File: src/rtl/otter_pkg.sv
// Shared types for the 5-stage core: opcodes, decoded instruction bundle
// and the EX operand forwarding select.
package otter_pkg;

   typedef enum logic [6:0] {
      LUI    = 7'b0110111,
      AUIPC  = 7'b0010111,
      JAL    = 7'b1101111,
      JALR   = 7'b1100111,
      BRANCH = 7'b1100011,
      LOAD   = 7'b0000011,
      STORE  = 7'b0100011,
      OP_IMM = 7'b0010011,
      OP     = 7'b0110011,
      SYSTEM = 7'b1110011
   } opcode_t;

   typedef struct packed {
      opcode_t    opcode;
      logic [4:0] rs1_addr;
      logic       rs1_used;
      logic [4:0] rs2_addr;
      logic       rs2_used;
      logic [4:0] rd_addr;
      logic       regWrite;
      logic       memRead2;
   } instr_t;

   typedef enum logic [1:0] {
      FWD_RF  = 2'b00,
      FWD_MEM = 2'b01,
      FWD_WB  = 2'b10
   } fwd_sel_t;

   // A load in MEM has no data yet, so it can only be forwarded once it reaches WB.
   function automatic fwd_sel_t fwd_pick(input logic hit_mem, input logic is_ld,
                                         input logic hit_wb);
      fwd_sel_t sel;
      if (hit_mem && !is_ld) begin
         sel = FWD_MEM;
      end else if (hit_wb) begin
         sel = FWD_WB;
      end else begin
         sel = FWD_RF;
      end
      return sel;
   endfunction

endpackage

File: src/rtl/hazard_match.sv
// Per-source RAW comparator: does the EX source register match a pending
// write in MEM or WB? x0 never matches.
module hazard_match
   import otter_pkg::*;
(
   input  logic [4:0] src_addr,
   input  logic       src_used,
   input  instr_t     mem_i,
   input  instr_t     wb_i,
   output logic       hit_mem,
   output logic       hit_wb
);

   logic src_live;
   logic unused_fields;

   assign src_live = src_used && (src_addr != 5'd0);
   assign hit_mem  = src_live && mem_i.regWrite && (src_addr == mem_i.rd_addr);
   assign hit_wb   = src_live && wb_i.regWrite && (src_addr == wb_i.rd_addr);

   assign unused_fields = ^{mem_i.opcode, mem_i.rs1_addr, mem_i.rs1_used, mem_i.rs2_addr,
                            mem_i.rs2_used, mem_i.memRead2,
                            wb_i.opcode, wb_i.rs1_addr, wb_i.rs1_used, wb_i.rs2_addr,
                            wb_i.rs2_used, wb_i.memRead2};

endmodule

File: src/rtl/hazard_ctrl.sv
// Pipeline hazard controller: forwarding selects, load-use bubbles, branch
// flushes, bounded memory-wait stall with timeout, and saturating perf counters.
module hazard_ctrl
   import otter_pkg::*;
#(
   parameter int FWD_EN   = 1,
   parameter int MAX_WAIT = 16,
   parameter int WAIT_W   = $clog2(MAX_WAIT + 1),
   parameter int CNT_W    = 16
) (
   input  logic             CLK,
   input  logic             RST,
   input  instr_t           ex,
   input  instr_t           mem,
   input  instr_t           wb,
   input  logic             br_taken,
   input  logic             mem_ready,
   input  logic             clr_cnt,
   output fwd_sel_t         fwd_sel1,
   output fwd_sel_t         fwd_sel2,
   output logic             stall_if,
   output logic             stall_dec,
   output logic             stall_ex,
   output logic             stall_mem,
   output logic             flush_dec,
   output logic             flush_ex,
   output logic             flush_mem,
   output logic             mem_timeout,
   output logic [CNT_W-1:0] stall_count,
   output logic [CNT_W-1:0] flush_count
);

   typedef enum logic [0:0] {
      ST_RUN      = 1'b0,
      ST_MEM_WAIT = 1'b1
   } state_t;

   state_t            state_q, state_d;
   logic [WAIT_W-1:0] wait_cnt_q, wait_cnt_d;
   logic              mem_timeout_q, mem_timeout_d;
   logic [CNT_W-1:0]  stall_count_q, stall_count_d;
   logic [CNT_W-1:0]  flush_count_q, flush_count_d;

   logic h1_mem, h1_wb, h2_mem, h2_wb;
   logic is_ld, wait_req, lu_haz, wait_expired;
   logic stall_all, resolve;
   logic unused_ex;

   hazard_match u_match1 (
      .src_addr (ex.rs1_addr),
      .src_used (ex.rs1_used),
      .mem_i    (mem),
      .wb_i     (wb),
      .hit_mem  (h1_mem),
      .hit_wb   (h1_wb)
   );

   hazard_match u_match2 (
      .src_addr (ex.rs2_addr),
      .src_used (ex.rs2_used),
      .mem_i    (mem),
      .wb_i     (wb),
      .hit_mem  (h2_mem),
      .hit_wb   (h2_wb)
   );

   assign is_ld        = (mem.opcode == LOAD);
   assign wait_req     = is_ld && mem.memRead2 && !mem_ready;
   assign lu_haz       = (FWD_EN != 0) ? (is_ld && (h1_mem || h2_mem))
                                       : (h1_mem || h2_mem || h1_wb || h2_wb);
   assign wait_expired = (wait_cnt_q == WAIT_W'(MAX_WAIT));
   assign unused_ex    = ^{ex.opcode, ex.rd_addr, ex.regWrite, ex.memRead2};

   // State, wait counter, timeout pulse and perf counters
   always_ff @(posedge CLK) begin
      if (RST) begin
         state_q       <= ST_RUN;
         wait_cnt_q    <= {WAIT_W{1'b0}};
         mem_timeout_q <= 1'b0;
         stall_count_q <= {CNT_W{1'b0}};
         flush_count_q <= {CNT_W{1'b0}};
      end else begin
         state_q       <= state_d;
         wait_cnt_q    <= wait_cnt_d;
         mem_timeout_q <= mem_timeout_d;
         stall_count_q <= stall_count_d;
         flush_count_q <= flush_count_d;
      end
   end

   // Next-state logic for the memory-wait FSM
   always_comb begin
      state_d       = state_q;
      wait_cnt_d    = wait_cnt_q;
      mem_timeout_d = 1'b0;
      case (state_q)
         ST_RUN: begin
            if (wait_req) begin
               state_d    = ST_MEM_WAIT;
               wait_cnt_d = WAIT_W'(1);
            end else begin
               wait_cnt_d = {WAIT_W{1'b0}};
            end
         end
         ST_MEM_WAIT: begin
            if (mem_ready) begin
               state_d    = ST_RUN;
               wait_cnt_d = {WAIT_W{1'b0}};
            end else if (wait_expired) begin
               state_d       = ST_RUN;
               wait_cnt_d    = {WAIT_W{1'b0}};
               mem_timeout_d = 1'b1;
            end else begin
               wait_cnt_d = wait_cnt_q + WAIT_W'(1);
            end
         end
         default: begin
            state_d    = ST_RUN;
            wait_cnt_d = {WAIT_W{1'b0}};
         end
      endcase
   end

   // Mealy stall/flush/forward outputs; a stall always masks the branch redirect
   always_comb begin
      stall_all = 1'b0;
      resolve   = 1'b0;
      stall_if  = 1'b0;
      stall_dec = 1'b0;
      stall_ex  = 1'b0;
      stall_mem = 1'b0;
      flush_dec = 1'b0;
      flush_ex  = 1'b0;
      flush_mem = 1'b0;
      fwd_sel1  = FWD_RF;
      fwd_sel2  = FWD_RF;
      case (state_q)
         ST_RUN: begin
            if (wait_req) begin
               stall_all = 1'b1;
            end else begin
               resolve = 1'b1;
            end
         end
         ST_MEM_WAIT: begin
            if (mem_ready) begin
               resolve = 1'b1;
            end else if (!wait_expired) begin
               stall_all = 1'b1;
            end else begin
               stall_all = 1'b0;
            end
         end
         default: begin
            resolve = 1'b0;
         end
      endcase
      if (RST) begin
         stall_all = 1'b0;
         resolve   = 1'b0;
      end else begin
         if (FWD_EN != 0) begin
            fwd_sel1 = fwd_pick(h1_mem, is_ld, h1_wb);
            fwd_sel2 = fwd_pick(h2_mem, is_ld, h2_wb);
         end else begin
            fwd_sel1 = FWD_RF;
            fwd_sel2 = FWD_RF;
         end
      end
      if (stall_all) begin
         stall_if  = 1'b1;
         stall_dec = 1'b1;
         stall_ex  = 1'b1;
         stall_mem = 1'b1;
      end else if (resolve && lu_haz) begin
         stall_if  = 1'b1;
         stall_dec = 1'b1;
         stall_ex  = 1'b1;
         flush_mem = 1'b1;
      end else if (resolve && br_taken) begin
         flush_dec = 1'b1;
         flush_ex  = 1'b1;
      end else begin
         flush_mem = 1'b0;
      end
   end

   // Saturating perf counters; clear wins over increment
   always_comb begin
      if (clr_cnt) begin
         stall_count_d = {CNT_W{1'b0}};
         flush_count_d = {CNT_W{1'b0}};
      end else begin
         stall_count_d = stall_count_q;
         flush_count_d = flush_count_q;
         if (stall_if && (stall_count_q != {CNT_W{1'b1}})) begin
            stall_count_d = stall_count_q + CNT_W'(1);
         end else begin
            stall_count_d = stall_count_q;
         end
         if (flush_dec && (flush_count_q != {CNT_W{1'b1}})) begin
            flush_count_d = flush_count_q + CNT_W'(1);
         end else begin
            flush_count_d = flush_count_q;
         end
      end
   end

   assign mem_timeout = mem_timeout_q;
   assign stall_count = stall_count_q;
   assign flush_count = flush_count_q;

endmodule

File: config.mk
export PLATFORM = sky130hd
export DESIGN_NAME = hazard_ctrl
export DESIGN_NICKNAME = d
export VERILOG_FILES = /design/src/rtl/otter_pkg.sv /design/src/rtl/hazard_match.sv /design/src/rtl/hazard_ctrl.sv
export SDC_FILE = /design/constraint.sdc
export NUM_CORES = 1
export LEC_CHECK = 0
export BUFFER_PORTS_ARGS = -buffer_cell sky130_fd_sc_hd__buf_2
export CAP_MARGIN = 15
export CORE_ASPECT_RATIO = 0.8
export CORE_MARGIN = 1
export CORE_UTILIZATION = 48
export DETAILED_ROUTE_END_ITERATION = 12
export PLACE_DENSITY = 0.85
export SYNTH_ARGS = -nofsm -noshare
export SYNTH_HDL_FRONTEND = slang
export SYNTH_HIERARCHICAL = 1
export SYNTH_SLANG_ARGS = --single-unit
File: constraint.sdc
create_clock -name CLK -period 9.2 [get_ports CLK]
set_clock_uncertainty 0.1 [all_clocks]
set_input_delay 1.84 -clock CLK [delete_from_list [all_inputs] [get_ports CLK]]
set_output_delay 1.84 -clock CLK [all_outputs]
set_load 0.01 [all_outputs]
==> results of run 1 <==
## metrics by stage
stage          instances  util (%)
5_1_grt              422      62.4
2_1_floorplan        288         -
6_report             422      62.4
3_5_place_dp         414      59.5
4_1_cts              422      62.4
3_3_place_gp         414      59.5
## worst max-delay path: stages
cell	delay (ps)
buf_2	120
or4_1	530
o21ai_2	160
nor3_1	100
o21bai_1	260
nor4_4	90
a311oi_2	190
buf_4	310
inv_1	140
buf_2	160
## path summary, 6_finish.rpt
check | cells past startpoint | slack [ps] | end | from
worst min-delay path | 2 | 390 | flush_count[15] | flush_count[15]
worst max register to register | 6 | 6900 | flush_count[6] | flush_count[0]
worst min register to register | 2 | 390 | flush_count[15] | flush_count[15]
worst max-delay path | 10 | 3340 | stall_ex | ex[9]
## layer usage
layer,wire (um),up-vias
met4,80,0
met1,2560,1105
met2,2550,93
met5,0,-
met3,370,10
li1,-,1227
## logic make-up (layout without fill, tap and decap cells)
| logic type | after synthesis | in the layout |
|---|---|---|
| xor+xnor | 25 | 25 |
| simple gates | 129 | 129 |
| flops | 39 | 39 |
| fa+ha+maj | 4 | 4 |
| mux | 3 | 3 |
| compound gates | 66 | 66 |
| buf+inv | 22 | 96 |
## synthesized netlist by cell type (2+ instances only)
cell and count:
or2_2 2, buf_4 3, nand4_1 9, nand2b_1 4
a21oi_1 24, buf_2 3, inv_1 7, dfxtp_1 39
nor3b_1 3, nor3_1 6, nand3b_1 2, nand2_1 26
a311oi_1 2, mux2i_1 3, o31a_1 2, nor4_1 3
xnor2_1 22, ha_1 4, o21ai_0 13, xor2_1 3
and4_1 3, o21ai_2 2, and3_1 3, o211ai_1 3
or4_1 13, nand3_1 11, or3_1 14, o41ai_1 2
nor2_1 19, o2111ai_1 3, o31ai_1 7, clkbuf_1 8
and2_1 4
## registers in the layout, summed over array words and instances, names as in the netlist
register,cells
flush_count,16
stall_count,16
wait_cnt_q,5
mem_timeout,1
state_q,1
## area by class of cell
cell class	count	area share, %
multi-input combinational	227	50.7
sequential	39	27.1
timing repair buffer	81	14.1
tap	60	2.60
clock buffer	6	2.52
clock inverter	2	2.08
inverter	7	0.911
## power groups by stage
| stage | combinational, uW | clock [uW] | sequential, uW |
|---|---|---|---|
| 6_report | 31.8 | 171 | 169 |
| 3_5_place_dp | 32.1 | 0 | 173 |
| 3_3_place_gp | 31.3 | 0 | 173 |
| 5_1_grt | 34.9 | 181 | 169 |
| 2_1_floorplan | 17.8 | 0 | 173 |
| 4_1_cts | 32.1 | 174 | 169 |
==> summary.md, run 1 <==
| Metric | Value |
|---|---|
| Worst skew pair latency | `300 ps` |
| 1st-pass router iterations | `4` |
| Max clock buf depth | `2` |
| Synthesized area | `0.00233 mm^2` |
| Mapped Nets | `375` |
| Synth cell types | `49` |
| TritonCTS clock tree | `yes` |
| Post-synthesis instance total | `288` |
| Tmin final | `5860 ps` |
| Max Fclk | `0.171 GHz` |
| WP data arrival | `3920 ps` |
| Reg power frac | `45.4%` |
| Most frequent cells in the layout | `buf_2 (80), dfxtp_1 (39), nand2_1 (26), a21oi_1 (24), xnor2_1 (22)` |
| Post-layout nets | `448` |
| Top cells by area, synth | `dfxtp_1 (33%), xnor2_1 (8.3%), a21oi_1 (5.1%), nand2_1 (4.2%), or4_1 (4.2%)` |
| Post-DP HPWL | `4180 um` |
| Multi-input gate area | `0.00146 mm^2` |
| Ys flop type | `dfxtp_1` |
| Adder-cell share of the synthesized area | `2.14%` |
| CP required | `7260 ps` |
| Most common cell after layout, fill and taps aside | `buf_2` |
| Final Hold Fails | `0` |
| # port buffers | `80` |
| Vias in the first global route | `2188` |
| Die ar. | `0.00515 mm^2` |
| Met3 Usage GRT | `5.00%` |
| Net Sw Power | `79.7 uW` |
| Chip width | `80.0 um` |
| Setup bufs post-CTS | `0` |
| Worst slew pin tran | `658 ps` |
| Grt ovf | `0` |
| Final WL | `5560 um` |
| Total Power | `372 uW` |
| Logic pwr share | `8.5%` |
| Mux contribution to synthesized area | `1.29%` |
| Core Area | `0.00462 mm^2` |
| Post-Synth XOR/XNOR Area | `9.38%` |
| Worst vdd ir | `0.0979 mV` |
| WL/cell | `13.2 um` |
| Diodes inserted | `0` |
| PwrDens | `129 mW/mm^2` |
| Busiest grt layer | `met2` |
| Mean Syn Cell Area | `8.11 um^2` |
| Post-synth ARST share | `0%` |
| Setup crit end kind | `primary output` |
| Antenna-violating nets left | `0` |
| Cts repair resizes | `0` |
| WS Path Type | `input port to primary output` |
| Clk root buf | `clkbuf_8` |
| Post-route setup slack | `3340 ps` |
| Register bit count reported by yosys | `39` |
| Final Cycle Share | `63.7%` |
| Hold Crit Class | `flop to flop` |
| Slew HR | `56.2%` |
| Die extent in y | `64.4 um` |
| Sequential area share after synthesis | `33.4%` |
| CP startpoint kind | `input port` |
| Layout cell share with drive strength beyond 1 | `26.8%` |
| Post-route cell area | `0.00289 mm^2` |
| Sw Ratio | `21.4%` |
| MaxCap Viol Count | `0` |
| Residual DRC | `0` |
| Compound-Gate Fraction of Synth Area | `18.2%` |
| Largest family of logic cells by synthesized area | `simple AND/OR/NAND/NOR gates` |
| EDFF count, synth | `0` |
| Initial Util | `50.5%` |
| Final-layout fill cell count | `425` |
| GR Util met1 | `30.0%` |
| Simple-Gate Fraction of Synth Area | `31.4%` |
| Internal cell power | `292 uW` |
| Clk pin slew, worst setup/hold paths | `80 ps` |
| WHS | `390 ps` |
| Clock share of power | `46.0%` |
| H-tree levels | `2` |
| RSZ-0062 raised after global routing | `no` |
| CTS Sinks | `39` |
| Crit Path Max Fanout | `29` |
| Status | `complete, no violations` |
| IO Pins | `127` |
| Setup TNS | `0 ps` |
| DR iter-0 viols | `161` |
| Area leader, netlist | `dfxtp_1` |
| Total global-route track usage | `23.0%` |
| Top cell type's share of synthesized area | `33.4%` |
| Floorplan row count | `22` |
| Syn-to-layout area delta | `23.6%` |
| Static Leak | `0.00110 uW` |
| M2 GR Usage | `37.5%` |
| CTS Hold Bufs | `0` |
| Vias | `2435` |
| Synth warn | `6` |
| Dpl ws | `3350 ps` |
| Antenna violations before repair | `0` |
| Sequential cell area | `781 um^2` |
| Largest net degree at the start of global routing | `30` |
| First-pass GRT wire length | `9470 um` |
| CTS Buf Count | `5` |
| DR vias/cell | `5.77` |
| Final Setup Violations | `0` |
| Placement Cell Area | `0.00275 mm^2` |
| Max Slew Vio Count | `0` |
| Final GP Congestion | `0.787` |
Power figures use the tool's default switching activity.
==> run 2: changes to the inputs <==
ABC_AREA = 1   (was unset)
CORE_UTILIZATION = 43   (was 48)
PLACE_DENSITY = 0.77   (was 0.85)
clock period = 5.1 ns   (was 9.2 ns; I/O delays follow)
==> run 2 against run 1 <==
Area after synthesis up 23%. Setup slack got worse by 2100 ps. Via count rose by 29%. Critical path type unchanged. Critical endpoint is now flush_ex. Largest power group is now registers.
==> summary.md, run 2 <==
| Metric | Value |
|---|---|
| Static Leak | `0.00166 uW` |
| CP startpoint kind | `input port` |
| Post-route cell area | `0.00340 mm^2` |
| Core Util, Final | `53.1%` |
| Top cells by area, synth | `dfxtp_1 (27%), nand2_1 (17%), nor2_1 (11%), nand3_1 (9.6%), inv_1 (8.5%)` |
| Final-layout fill cell count | `657` |
| Max Fclk | `0.259 GHz` |
| Tmin final | `3870 ps` |
| Synthesized area | `0.00287 mm^2` |
| Layout cell share with drive strength beyond 1 | `23.5%` |
| Post-DP HPWL | `5410 um` |
| Hold Crit Class | `flop to flop` |
| Cts repair resizes | `0` |
| Max Slew Vio Count | `0` |
| Mean Syn Cell Area | `5.99 um^2` |
| Critical-path cell list | `buf_2, inv_1, nand3_1, o21ai_0, nor2_1, inv_1, nand2_1, nand4_2, inv_2, nor2_4, buf_2` |
| Hold EP | `mem_timeout` |
| Synth warn | `6` |
| Grt ovf | `0` |
| Max incr delay on CP | `450 ps` |
| Net Sw Power | `162 uW` |
| Final Cycle Share | `75.8%` |
| Slowest-stage cell, CP | `nor2_4` |
| Final WL | `7190 um` |
| EDFF count, synth | `0` |
| Reg2reg end | `stall_count[2]` |
| # port buffers | `80` |
| CTS Hold Bufs | `0` |
| Final Hold Fails | `0` |
| IO Pins | `127` |
| Reg-to-Reg Start | `stall_count[0]` |
| Floorplan row count | `26` |
| CTS Sinks | `39` |
| Setup crit end kind | `primary output` |
| Diodes inserted | `0` |
| PwrDens | `192 mW/mm^2` |
| Post-synthesis instance total | `480` |
| Total global-route track usage | `21.2%` |
| Slew HR | `52.4%` |
| Most frequent cells in the layout | `nand2_1 (132), nor2_1 (83), buf_2 (80), inv_1 (65), nand3_1 (55)` |
| Initial Util | `44.8%` |
| Antenna violations before repair | `0` |
| Dpl ws | `1280 ps` |
| Synth cell types | `31` |
| Min-delay src | `state_q` |
| Register bit count reported by yosys | `39` |
| WL/cell | `11.2 um` |
| Reg2Reg Depth | `9` |
| Vias in the first global route | `2766` |
| MaxCap Viol Count | `0` |
| Reg power frac | `47.0%` |
| Hold path cells | `2` |
| Antenna-violating nets left | `0` |
| 1st-pass router iterations | `4` |
| Most common cell after layout, fill and taps aside | `nand2_1` |
| Internal cell power | `491 uW` |
| Die extent in y | `75.1 um` |
| Syn-to-layout area delta | `18.4%` |
| WS Path Type | `input port to primary output` |
| Die ar. | `0.00702 mm^2` |
| Reg-to-reg setup timing slack | `3130 ps` |
| Crit Path Max Fanout | `28` |
| Mapped Nets | `567` |
| Vias | `3129` |
| Worst vdd ir | `0.0854 mV` |
| Placement Cell Area | `0.00329 mm^2` |
| Setup bufs post-CTS | `0` |
| First-pass GRT wire length | `11900 um` |
| Post-route setup slack | `1230 ps` |
| DR iter-0 viols | `135` |
| Clock share of power | `41.9%` |
| Sw Ratio | `24.8%` |
| Worst skew pair latency | `300 ps` |
| TritonCTS clock tree | `yes` |
| Final Setup Violations | `0` |
| Clk pin slew, worst setup/hold paths | `70 ps` |
| Post-synth ARST share | `0%` |
| DR vias/cell | `4.88` |
| Final GP Congestion | `0.980` |
| Post-layout nets | `643` |
| Critical path startpoint | `ex[11]` |
| RSZ-0062 raised after global routing | `no` |
| Clk root buf | `clkbuf_8` |
| CTS Buf Count | `5` |
| Residual DRC | `0` |
| Area leader, netlist | `dfxtp_1` |
| Chip width | `93.4 um` |
| Setup TNS | `0 ps` |
| Worst slew pin tran | `713 ps` |
| Logic pwr share | `11.1%` |
| Status | `complete, no violations` |
| CP required | `3980 ps` |
| Max clock buf depth | `2` |
| Largest net degree at the start of global routing | `29` |
| WP data arrival | `2750 ps` |
| Top cell type's share of synthesized area | `27.2%` |
| Ys flop type | `dfxtp_1` |
| Core Area | `0.00641 mm^2` |
| H-tree levels | `2` |
| Sequential area share after synthesis | `27.2%` |
| WHS | `386 ps` |
| Top cells by count, synth | `nand2_1 (132), nor2_1 (83), inv_1 (65), nand3_1 (55), dfxtp_1 (39)` |
| Most common cell in the netlist | `nand2_1` |
run 2: cell types whose count changed after synthesis, moves of 14 or more:
cell     delta
nand2_1   +106
nand3_1    +44
nor2_1     +64
or3_1      -14
xnor2_1    -17
inv_1      +58
run 2: area by class of cell:
cell class / instances / area, um^2 / share of cell area [%]
clock buffer: 6 / 82.6 / 2.43
clock inverter: 2 / 35.0 / 1.03
inverter: 72 / 270 / 7.94
multi-input combinational: 358 / 1730 / 50.8
sequential: 39 / 781 / 22.9
tap: 84 / 105 / 3.09
timing repair buffer: 80 / 400 / 11.8
run 2: cells by family (layout without fill, tap and decap cells):
group | count (synthesis) | after routing | synth area share (%)
xor gates and xnor gates | 11 | 11 | 3.35
DFF | 39 | 39 | 27.2
adders and majority gates | 4 | 4 | 1.74
AOI/OAI and AO/OA | 37 | 37 | 7.84
and+or+nand+nor | 306 | 306 | 47.2
buffers and inverters | 83 | 160 | 12.7
run 2: worst max-delay path: cells and delay by family:
family | cells | cell delay (ps)
compound gates | 1 | 220
buf+inv | 5 | 630
simple gates | 5 | 880
run 2: through the flow:
step,cells,total power [uW]
final,641,652
after CTS,641,660
after detailed placement,633,386
after floorplan,480,358
after global placement,633,384
after global routing,641,685
run 2: worst max-delay path by stage:
stage,to,slack (ps),depth (start not counted)
6_report,flush_ex,1230,11
5_1_grt,flush_dec,1040,11
4_1_cts,flush_dec,1270,11
3_5_place_dp,flush_dec,1280,11
3_3_place_gp,flush_ex,1300,11
2_1_floorplan,flush_ex,1770,11
run 2: power groups by stage:
stage	combinational (uW)	sequential, uW	clock (uW)
3_3_place_gp	70.2	314	0
4_1_cts	72.5	306	281
2_1_floorplan	44.2	314	0
3_5_place_dp	72.1	314	0
5_1_grt	83.3	307	295
6_report	72.7	307	273
run 2: layer usage:
layer  share of wire (%)  global-route usage [%]
met5                   0                       0
met3                 4.9                    3.84
met1                  47                    26.9
met4                0.70                    6.50
met2                  47                    36.9
